### src/rtl/inverter_display_scan.sv
// Multi-digit switch inverter: synchronised, inverted switches scanned onto a shared 7-seg bus.
// Optional macro SW_DEBOUNCE_EN adds a per-bit stability filter after the synchroniser.
module inverter_display_scan #(
    parameter int NUM_DIGITS      = 4,
    parameter int REFRESH_DIV     = 100000,
    parameter int DEBOUNCE_CYCLES = 1000000
) (
    input  logic                  clk,
    input  logic                  reset,
    input  logic [NUM_DIGITS-1:0] sw,
    output logic [6:0]            seg,
    output logic [NUM_DIGITS-1:0] an,
    output logic [NUM_DIGITS-1:0] inv_out
);

    localparam int PW = (REFRESH_DIV > 1) ? $clog2(REFRESH_DIV) : 1;
    localparam int IW = (NUM_DIGITS > 1) ? $clog2(NUM_DIGITS) : 1;

    localparam logic [PW-1:0] PRE_LAST = PW'(REFRESH_DIV - 1);
    localparam logic [IW-1:0] IDX_LAST = IW'(NUM_DIGITS - 1);

    localparam logic [6:0] SEG_BLANK = 7'b1111111;
    localparam logic [6:0] SEG_ONE   = 7'b1111001;
    localparam logic [6:0] SEG_ZERO  = 7'b1000000;

    logic [NUM_DIGITS-1:0] s1;
    logic [NUM_DIGITS-1:0] s2;
    logic [NUM_DIGITS-1:0] st;
    logic [PW-1:0]         pre;
    logic [IW-1:0]         idx;
    logic                  active;
    logic                  tick;

    always_ff @(posedge clk or posedge reset) begin
        if (reset) begin
            s1 <= '0;
            s2 <= '0;
        end else begin
            s1 <= sw;
            s2 <= s1;
        end
    end

`ifdef SW_DEBOUNCE_EN
    localparam int CW = (DEBOUNCE_CYCLES > 1) ? $clog2(DEBOUNCE_CYCLES + 1) : 1;
    localparam logic [CW-1:0] CNT_LAST = CW'(DEBOUNCE_CYCLES - 1);

    logic [CW-1:0] cnt [NUM_DIGITS];

    // A bit is accepted only after s2 disagrees with st for DEBOUNCE_CYCLES cycles in a row
    always_ff @(posedge clk or posedge reset) begin
        if (reset) begin
            st <= '0;
            for (int i = 0; i < NUM_DIGITS; i++) cnt[i] <= '0;
        end else begin
            for (int i = 0; i < NUM_DIGITS; i++) begin
                if (s2[i] == st[i]) begin
                    cnt[i] <= '0;
                end else if (cnt[i] == CNT_LAST) begin
                    st[i]  <= s2[i];
                    cnt[i] <= '0;
                end else begin
                    cnt[i] <= cnt[i] + 1'b1;
                end
            end
        end
    end
`else
    assign st = s2;
`endif

    assign tick = (pre == PRE_LAST);

    always_ff @(posedge clk or posedge reset) begin
        if (reset) begin
            pre <= '0;
        end else if (tick) begin
            pre <= '0;
        end else begin
            pre <= pre + 1'b1;
        end
    end

    // The first tick only arms the scan so digit 0 gets a full slot
    always_ff @(posedge clk or posedge reset) begin
        if (reset) begin
            idx    <= '0;
            active <= 1'b0;
        end else if (tick) begin
            if (!active) begin
                active <= 1'b1;
            end else if (idx == IDX_LAST) begin
                idx <= '0;
            end else begin
                idx <= idx + 1'b1;
            end
        end
    end

    always_ff @(posedge clk or posedge reset) begin
        if (reset) begin
            inv_out <= '1;
            seg     <= SEG_BLANK;
            an      <= '1;
        end else begin
            inv_out <= ~st;
            if (!active) begin
                seg <= SEG_BLANK;
                an  <= '1;
            end else begin
                an  <= ~(NUM_DIGITS'(1) << idx);
                seg <= inv_out[idx] ? SEG_ONE : SEG_ZERO;
            end
        end
    end

endmodule

### config.mk
export PLATFORM = sky130hd
export DESIGN_NAME = inverter_display_scan
export DESIGN_NICKNAME = d
export VERILOG_FILES = /design/src/rtl/inverter_display_scan.sv
export SDC_FILE = /design/constraint.sdc
export NUM_CORES = 1
export LEC_CHECK = 0
export ABC_AREA = 1
export BUFFER_PORTS_ARGS = -buffer_cell sky130_fd_sc_hd__buf_2
export CAP_MARGIN = 20
export CORE_MARGIN = 5
export CORE_UTILIZATION = 40
export DETAILED_ROUTE_END_ITERATION = 8
export SLEW_MARGIN = 20
export SYNTH_ARGS = -nofsm -noshare
export SYNTH_HDL_FRONTEND = slang
export SYNTH_SLANG_ARGS = --single-unit
### constraint.sdc
create_clock -name clk -period 3.4 [get_ports clk]
set_clock_uncertainty 0.05 [all_clocks]
set_input_delay 0.68 -clock clk [delete_from_list [all_inputs] [get_ports clk]]
set_output_delay 0.68 -clock clk [all_outputs]
set_load 0.01 [all_outputs]
==> impl_metrics.json, run 1 <==
{
  "rsz0062_at_grt": "no",
  "synth_nets": 212,
  "wirelength_um": 2990,
  "synth_edf_count": 0,
  "worstSetupPathType": "flop to primary output",
  "clock-sinks": 38,
  "fmax_mhz": 591,
  "setup_violations": 0,
  "clkTransAtPathRegs_ns": 0.07,
  "layout.nets": 233,
  "p_per_area_nw_per_um2": 456,
  "p_comb_frac": 0.023,
  "diodes": 0,
  "wire_per_inst_um": 10.9,
  "row_count": 24,
  "yosys_register_bits": 38,
  "slowest_delay_ns": 0.54,
  "final_common_cell": "nand2_1",
  "ys_seq_area_frac": 0.550,
  "hold_depth": 1,
  "sw_frac_of_total": 0.189,
  "syn_avg_cell_area_sq_um": 8.71,
  "io_pins": 21,
  "avgViaCountPerCell": 4.44,
  "drive_gt1_frac": 0.247,
  "grt-ovfl-total": 0,
  "syn_area_sq_um": 1750,
  "finalCritPeriodShare": 0.498,
  "cts_buffers": 5,
  "layout_common_cells": "nand2_1 (45), inv_1 (32), nor2_1 (29)",
  "status": "complete, no violations",
  "antenna_left": 0,
  "core-area_sq_um": 4290,
  "min_period_ns": 1.69,
  "dieHeight_um": 76.2,
  "crit-reg2reg-launch": "pre[0]",
  "p_total_uw": 928,
  "synthArstFlopShare": 1.00,
  "htreeDepth": 2,
  "clock_latency_ns": 0.29,
  "arrival_ns": 0.96,
  "crit_chain": "buf_2",
  "pwr-share-seq": 0.499,
  "power_frac_clock": 0.478,
  "min_to": "inv_out[3]",
  "r2r_end": "pre[5]",
  "synth_ff_type": "dfrtp_1",
  "antenna_found_initial": 0,
  "grt_pass1_wl_um": 5510,
  "ys_warn_count": 0,
  "cp.required_ns": 2.67,
  "cts_hold_buf": 0,
  "hp-start": "s2[3]",
  "grt_pass1_vias": 1244,
  "max-vdd-ir-drop_v": 0.000232,
  "maxCapViolations": 0,
  "critPathBufInv": 1,
  "cts-root-buf": "clkbuf_8",
  "power.switching_uw": 176,
  "ff2ff_setup_slack_ns": 1.93,
  "dp_hpwl_um": 2260,
  "chipWidth_um": 76.2,
  "area_growth_pct": 16.2,
  "hold_viol_final": 0,
  "drv_slew": 0,
  "cts_tree": "done",
  "globalplace.congestion": 0.809,
  "worst_setup_path_start_kind": "flop",
  "maxSlewHeadroom": 0.643,
  "drc_errors": 0,
  "cp_top_family": "flip-flops",
  "firstDrtPassIters": 4,
  "slowest_stage": "dfstp_2",
  "p_int_uw": 753,
  "tns_ns": 0,
  "worstPathMaxFanout": 4,
  "grt_usage": 0.117,
  "design.die.area_sq_um": 5800,
  "netlist_instances": 201,
  "cts_resized": 0,
  "hold_path.class": "flop to flop",
  "cts_setup_buffers": 0,
  "tightest_slew_ns": 0.535,
  "netlist-cell-type-count": 21,
  "clockBufferDepth": 2,
  "reg2reg_depth": 8,
  "endpoint_kind": "primary output",
  "fillers": 428,
  "io_buffers": 19,
  "grt_start_max_net_pins": 20,
  "initial_core_util": 0.408,
  "p_leak_uw": 0.000978,
  "first_iter_violations": 41,
  "routed-via-count": 1222
}
## area by class of cell
class | instances | area (sq um) | area share
Clock inverter | 1 | 30.0 | 0.0148
Sequential cell | 38 | 963 | 0.473
Timing Repair Buffer | 21 | 130 | 0.0639
Tap cell | 52 | 65.1 | 0.0320
Clock buffer | 7 | 108 | 0.0529
Inverter | 35 | 131 | 0.0645
Multi-Input combinational cell | 121 | 608 | 0.299
## kinds of logic (layout without fill, tap and decap cells)
logic type | Yosys count | count (layout) | synth area share
buffers and inverters | 42 | 64 | 0.103
flip-flops | 38 | 38 | 0.550
AO/OA/AOI/OAI | 6 | 6 | 0.0171
XOR/XNOR | 8 | 8 | 0.0400
AND/OR/NAND/NOR | 101 | 101 | 0.252
adder cells (fa/ha/maj) | 5 | 5 | 0.0357
other | 1 | 1 | 0.00214
## Yosys cell counts, types with 2 or more instances
| cell type | count | area share |
|---|---|---|
| nand2_1 | 45 | 0.096 |
| inv_1 | 32 | 0.069 |
| nor2_1 | 29 | 0.062 |
| dfrtp_1 | 28 | 0.40 |
| dfstp_2 | 10 | 0.15 |
| nor2_2 | 7 | 0.025 |
| xor2_1 | 7 | 0.035 |
| buf_4 | 6 | 0.026 |
| nand3_1 | 6 | 0.017 |
| nand4_1 | 6 | 0.021 |
| ha_1 | 5 | 0.036 |
| nand2_2 | 5 | 0.018 |
| inv_2 | 3 | 0.0064 |
| a21oi_1 | 2 | 0.0057 |
| nor3_1 | 2 | 0.0057 |
| o21ai_0 | 2 | 0.0057 |
| o21ai_1 | 2 | 0.0057 |
## worst max path at each step
| stage | startpoint | endpoint | cells after the start |
|---|---|---|---|
| floorplan | reset | active | 1 |
| global placement | reset | seg[2] | 3 |
| detailed placement | reset | seg[2] | 4 |
| CTS | seg[4] | seg[4] | 1 |
| global route | seg[4] | seg[5] | 1 |
| finish | seg[4] | seg[4] | 1 |
## power groups by stage
stage	Sequential [uW]	Combinational (uW)	Clock, uW
2_1_floorplan	473	8.98	0
3_3_place_gp	472	17.9	0
3_5_place_dp	472	22.3	0
4_1_cts	464	22.3	454
5_1_grt	464	24.7	475
6_report	464	21.2	444
## stage by stage
| step | hold slack [ns] | util | std cells | area, sq um | setup WS, ns |
|---|---|---|---|---|---|
| after global routing | 0.306 | 0.474 | 275 | 2040 | 1.64 |
| after CTS | 0.295 | 0.474 | 275 | 2040 | 1.69 |
| after detailed placement | 0.286 | 0.442 | 267 | 1900 | 1.84 |
| after floorplan | 0.281 | - | 201 | 1750 | 1.83 |
| final | 0.291 | 0.474 | 275 | 2040 | 1.71 |
| after global placement | 0.284 | 0.436 | 266 | 1870 | 1.50 |
## sequential cells by signal, summed over array words and instances, names as in the netlist
name / count
inv_out: 4
pre: 17
idx: 2
active: 1
s2: 4
s1: 4
seg: 2
an: 4
## per-layer routing
layer / vias up / global-route usage / share of wire
met3: 6 / 0.0402 / 0.039
met4: 0 / 0.0524 / 0.021
met5: - / 0 / 0
li1: 633 / - / -
met2: 15 / 0.193 / 0.48
met1: 568 / 0.138 / 0.46
No activity file was read; power rests on OpenSTA's default activity.
==> run 2, diff against run 1 <==
--- a/config.mk
+++ b/config.mk
@@ -5,7 +5,7 @@
 export SDC_FILE = /design/constraint.sdc
 export NUM_CORES = 1
 export LEC_CHECK = 0
-export ABC_AREA = 1
+export ABC_AREA = 0
 export BUFFER_PORTS_ARGS = -buffer_cell sky130_fd_sc_hd__buf_2
 export CAP_MARGIN = 20
 export CORE_MARGIN = 5
==> constraint.sdc (replaced) <==
create_clock -name clk -period 1.7 [get_ports clk]
set_clock_uncertainty 0.05 [all_clocks]
set_input_delay 0.34 -clock clk [delete_from_list [all_inputs] [get_ports clk]]
set_output_delay 0.34 -clock clk [all_outputs]
set_load 0.01 [all_outputs]
==> impl_metrics.json, run 2 <==
{
  "synthTopCellsByCount": "dfrtp_1 (28), dfstp_2 (10), nand2_1 (10), inv_1 (9), nor2_1 (9)",
  "clockBufferDepth": 2,
  "critPathBufInv": 1,
  "drv_slew": 0,
  "drive_gt1_frac": 0.421,
  "syn_area_sq_um": 1560,
  "wire_per_inst_um": 13.2,
  "cts-root-buf": "clkbuf_8",
  "syn_avg_cell_area_sq_um": 12.6,
  "design.die.area_sq_um": 5250,
  "largest_reg_flops": 17,
  "fin_ws_ns": -0.171,
  "violations": "negative setup slack",
  "hold_viol_final": 0,
  "antenna_left": 0,
  "initial_core_util": 0.420,
  "firstDrtPassIters": 4,
  "clkTransAtPathRegs_ns": 0.08,
  "synthTopCellsByArea": "dfrtp_1 (45%), dfstp_2 (17%), xnor2_1 (4.5%)",
  "synth_edf_count": 0,
  "cp.required_ns": 1.84,
  "cts_hold_buf": 0,
  "chipWidth_um": 72.5,
  "yosysMostFrequentCell": "dfrtp_1",
  "reg2reg_depth": 4,
  "layout_common_cells": "dfrtp_1 (28), buf_2 (19), buf_4 (15)",
  "crit_chain": "or4b_4, nor4_4, buf_4, and2b_2",
  "synth_ff_type": "dfrtp_1",
  "dieHeight_um": 72.5,
  "routed-via-count": 1042,
  "ys_warn_count": 0,
  "grt_pass1_vias": 1045,
  "worstPathMaxFanout": 6,
  "status": "finished, violations left",
  "netlist-cell-type-count": 31,
  "p_leak_uw": 0.000880,
  "area_growth_pct": 24.5,
  "yosysTopAreaCell": "dfrtp_1",
  "layout.nets": 174,
  "worstSetupPathType": "flop to flop",
  "grt_usage": 0.121,
  "cp_top_family": "simple AND/OR/NAND/NOR gates",
  "dp_hpwl_um": 1980,
  "fillers": 330,
  "ff2ff_setup_slack_ns": -0.17,
  "synth_nets": 135,
  "globalplace.congestion": 0.895,
  "maxCapViolations": 0,
  "io_buffers": 19,
  "final-seq-area_sq_um": 963,
  "fmax_mhz": 535,
  "netlist_instances": 124,
  "htreeDepth": 2,
  "top_register": "pre",
  "antenna_found_initial": 0,
  "synthArstFlopShare": 1.00,
  "grt-ovfl-total": 0,
  "cts_buffers": 5,
  "hold_path.class": "primary input to async pin",
  "yosys_register_bits": 38,
  "final_common_cell": "dfrtp_1",
  "avgViaCountPerCell": 4.92,
  "clock-sinks": 38,
  "crit-reg2reg-launch": "pre[11]",
  "multi_input_area_sq_um": 548,
  "cts_tree": "done",
  "tns_ns": -1.21,
  "wirelength_um": 2800,
  "endpoint_kind": "flop",
  "ys_seq_area_frac": 0.617,
  "clock_latency_ns": 0.29,
  "first_iter_violations": 84,
  "rsz0062_at_grt": "yes",
  "row_count": 22,
  "io_pins": 21,
  "grt_pass1_wl_um": 4830,
  "diodes": 0,
  "slowest_delay_ns": 0.56,
  "max-vdd-ir-drop_v": 0.000646,
  "arrival_ns": 2.01,
  "netlist.area_leader.share": 0.449,
  "pre_cts_slack_ns": -0.180,
  "grt_start_max_net_pins": 39,
  "slowest_stage": "or4b_4",
  "finalCritPeriodShare": 1.10,
  "core-area_sq_um": 3720,
  "min_period_ns": 1.87,
  "setup_violations": 10,
  "r2r_end": "pre[1]",
  "worst_setup_path_start_kind": "flop",
  "drc_errors": 0,
  "p_per_area_nw_per_um2": 823
}
run 2: worst max path at each step:
stage / start / to / slack, ns / cells past startpoint
after floorplan: pre[6] / idx[0] / -0.29 / 4
after global placement: pre[6] / pre[1] / -0.12 / 4
after detailed placement: pre[6] / pre[1] / -0.18 / 4
after CTS: pre[6] / idx[1] / -0.18 / 4
after global routing: pre[11] / idx[0] / -0.24 / 4
final: pre[11] / pre[1] / -0.17 / 4
run 2: tightest hold or removal path, stage by stage:
cell   delay [ns]
buf_2        0.10
inv_1        0.04
buf_4        0.39
run 2: final cells by class:
class | instances | area share
flip-flops and latches | 38 | 0.496
multi-input cells | 72 | 0.282
repair buffers | 37 | 0.124
clock buffers | 6 | 0.0425
well taps | 48 | 0.0309
inverters | 9 | 0.0174
clock inverters | 2 | 0.00644
run 2: cells by family after synthesis:
family,count (synthesis),synth area share
compound gates,3,0.0136
xor+xnor,13,0.0730
fa+ha+maj,5,0.0401
buf+inv,14,0.0457
flops,38,0.617
mux,4,0.0353
other cells,1,0.00240
simple gates,46,0.172
run 2: what timing repair did:
| action | in CTS | in global routing |
|---|---|---|
| hold endpoints to repair | 0 | 0 |
| setup endpoints to repair | 11 | 11 |
| resized for setup | 8 | 2 |
| setup buffers | 3 | 1 |
| pin swaps | 2 | 1 |
run 2: report_power, final:
group | total, uW | internal (uW) | switching, uW
sequential | 927 | 923 | 4.14
combinational | 36.0 | 11.4 | 24.6
clock | 636 | 326 | 310
run 2: per-stage QoR:
stage | hold WS [ns] | total power (uW) | area (sq um) | utilization | cells
floorplan | 0.281 | 965 | 1560 | - | 124
global placement | 0.283 | 979 | 1790 | 0.481 | 200
detailed placement | 0.285 | 982 | 1790 | 0.481 | 200
CTS | 0.100 | 1620 | 1930 | 0.519 | 211
global route | 0.101 | 1670 | 1940 | 0.523 | 212
finish | 0.0897 | 1600 | 1940 | 0.523 | 212
run 2: per-layer routing:
layer,track usage,vias up,routed length [um]
li1,-,491,-
met1,0.140,514,1150
met2,0.200,31,1400
met3,0.0332,6,183
met4,0.0717,0,69
met5,0,-,0
==> run 3, diff against run 2 <==
--- a/config.mk
+++ b/config.mk
@@ -6,10 +6,11 @@
 export NUM_CORES = 1
 export LEC_CHECK = 0
 export ABC_AREA = 0
-export BUFFER_PORTS_ARGS = -buffer_cell sky130_fd_sc_hd__buf_2
+export BUFFER_PORTS_ARGS = -buffer_cell sky130_fd_sc_hd__buf_4
 export CAP_MARGIN = 20
 export CORE_MARGIN = 5
 export CORE_UTILIZATION = 40
+export CTS_CLUSTER_DIAMETER = 30
 export DETAILED_ROUTE_END_ITERATION = 8
 export SLEW_MARGIN = 20
 export SYNTH_ARGS = -nofsm -noshare
==> constraint.sdc (replaced) <==
create_clock -name clk -period 2.35 [get_ports clk]
set_clock_uncertainty 0.05 [all_clocks]
set_input_delay 0.47 -clock clk [delete_from_list [all_inputs] [get_ports clk]]
set_output_delay 0.47 -clock clk [all_outputs]
set_load 0.01 [all_outputs]
==> impl_metrics.json, run 3 (synthesized netlist as in run 2, its figures left out) <==
{
  "rsz0062_at_grt": "no",
  "worstPathMaxFanout": 9,
  "grt_pass1_vias": 863,
  "grt-ovfl-total": 0,
  "globalplace.congestion": 0.819,
  "layout_common_cells": "dfrtp_1 (28), buf_4 (21), nand2_1 (10), dfstp_2 (10)",
  "dp_hpwl_um": 1770,
  "wirelength_um": 2520,
  "drive_gt1_frac": 0.291,
  "largest_reg_flops": 17,
  "drv_slew": 0,
  "design.die.area_sq_um": 5250,
  "diodes": 0,
  "chipWidth_um": 72.5,
  "antenna_found_initial": 0,
  "avgViaCountPerCell": 4.70,
  "grt_start_max_net_pins": 39,
  "cts_tree": "done",
  "p_comb_frac": 0.026,
  "io_buffers": 19,
  "grt_usage": 0.106,
  "hold_viol_final": 0,
  "clock_latency_ns": 0.29,
  "min_period_ns": 1.89,
  "power_frac_clock": 0.380,
  "final_common_cell": "dfrtp_1",
  "clockBufferDepth": 2,
  "cts_hold_buf": 0,
  "layout.nets": 158,
  "setup_violations": 0,
  "final-seq-area_sq_um": 963,
  "fmax_mhz": 528,
  "status": "complete, no violations",
  "routed-via-count": 922,
  "slowest_stage": "or4b_4",
  "p_per_area_nw_per_um2": 620,
  "p_int_uw": 890,
  "endpoint_kind": "flop",
  "p_leak_uw": 0.000811,
  "r2r_end": "pre[1]",
  "arrival_ns": 2.03,
  "hold_path.class": "primary input to async pin",
  "max-vdd-ir-drop_v": 0.000412,
  "sw_frac_of_total": 0.213,
  "ff2ff_setup_slack_ns": 0.46,
  "cp.required_ns": 2.49,
  "worst_setup_path_start_kind": "flop",
  "cts_setup_buffers": 0,
  "worstSetupPathType": "flop to flop",
  "wire_per_inst_um": 12.8,
  "clkTransAtPathRegs_ns": 0.08,
  "top_register": "pre",
  "initial_core_util": 0.420,
  "htreeDepth": 2,
  "hold_ws_ns": 0.229,
  "dieHeight_um": 72.5,
  "multi_input_area_sq_um": 526,
  "power.switching_uw": 241,
  "reg2reg_depth": 4,
  "maxCapViolations": 0,
  "finalCritPeriodShare": 0.806,
  "crit_chain": "or4b_4, nor4_4, buf_4, and2b_2",
  "cts_buffers": 5,
  "first_iter_violations": 27,
  "core-area_sq_um": 3720,
  "final_cell_area_sq_um": 1820,
  "placed_area_sq_um": 1740,
  "crit-reg2reg-launch": "pre[12]",
  "grt_pass1_wl_um": 4100,
  "antenna_left": 0,
  "drc_errors": 0,
  "clock-sinks": 38,
  "area_growth_pct": 16.9,
  "pwr-share-seq": 0.593,
  "cts-root-buf": "clkbuf_8",
  "fillers": 340,
  "tns_ns": 0,
  "slowest_delay_ns": 0.57,
  "cts_resized": 0,
  "row_count": 22,
  "io_pins": 21,
  "firstDrtPassIters": 4
}
-- run 3: cell count changes in the layout (fill, tap and decap cells not counted), sizes merged --
cell    previous run  this run
buf               37        21
clkbuf             6         7
clkinv             1         0
-- run 3: worst max-delay path by stage --
stage	from	end
after floorplan	pre[12]	idx[0]
after detailed placement	pre[12]	pre[1]
after CTS	pre[12]	pre[1]
final	pre[12]	pre[1]
after global placement	pre[12]	pre[1]
after global routing	pre[12]	pre[1]
-- run 3: per-layer routing --
metal  global-route usage  share of wire
met5                    0              0
met4               0.0738          0.028
met3               0.0332          0.064
met2                0.161           0.47
met1                0.128           0.44
-- run 3: power groups by stage --
stage,registers (uW),logic (uW),clock network (uW)
2_1_floorplan,684,14.0,0
3_3_place_gp,682,30.6,0
3_5_place_dp,683,31.4,0
4_1_cts,671,31.6,440
5_1_grt,672,34.7,473
6_report,671,29.9,430
-- run 3: worst max-delay path, delay by kind of cell (launching register included) --
kind,cells,cell delay (ns)
and+or+nand+nor,3,1.11
DFF,1,0.43
buffers and inverters,1,0.21
-- run 3: cell type report --
| type | instances | area share |
|---|---|---|
| flip-flops and latches | 38 | 0.528 |
| multi-input cells | 72 | 0.288 |
| repair buffers | 21 | 0.0864 |
| clock buffers | 7 | 0.0418 |
| well taps | 48 | 0.0329 |
| inverters | 9 | 0.0185 |
| clock inverters | 1 | 0.00412 |
-- run 3: through the flow --
stage	setup WS (ns)	std cells	util	total power (uW)
floorplan	0.337	124	-	698
finish	0.456	196	0.491	1130
CTS	0.438	196	0.491	1140
detailed placement	0.434	188	0.468	714
global placement	0.479	188	0.468	713
global route	0.390	196	0.491	1180
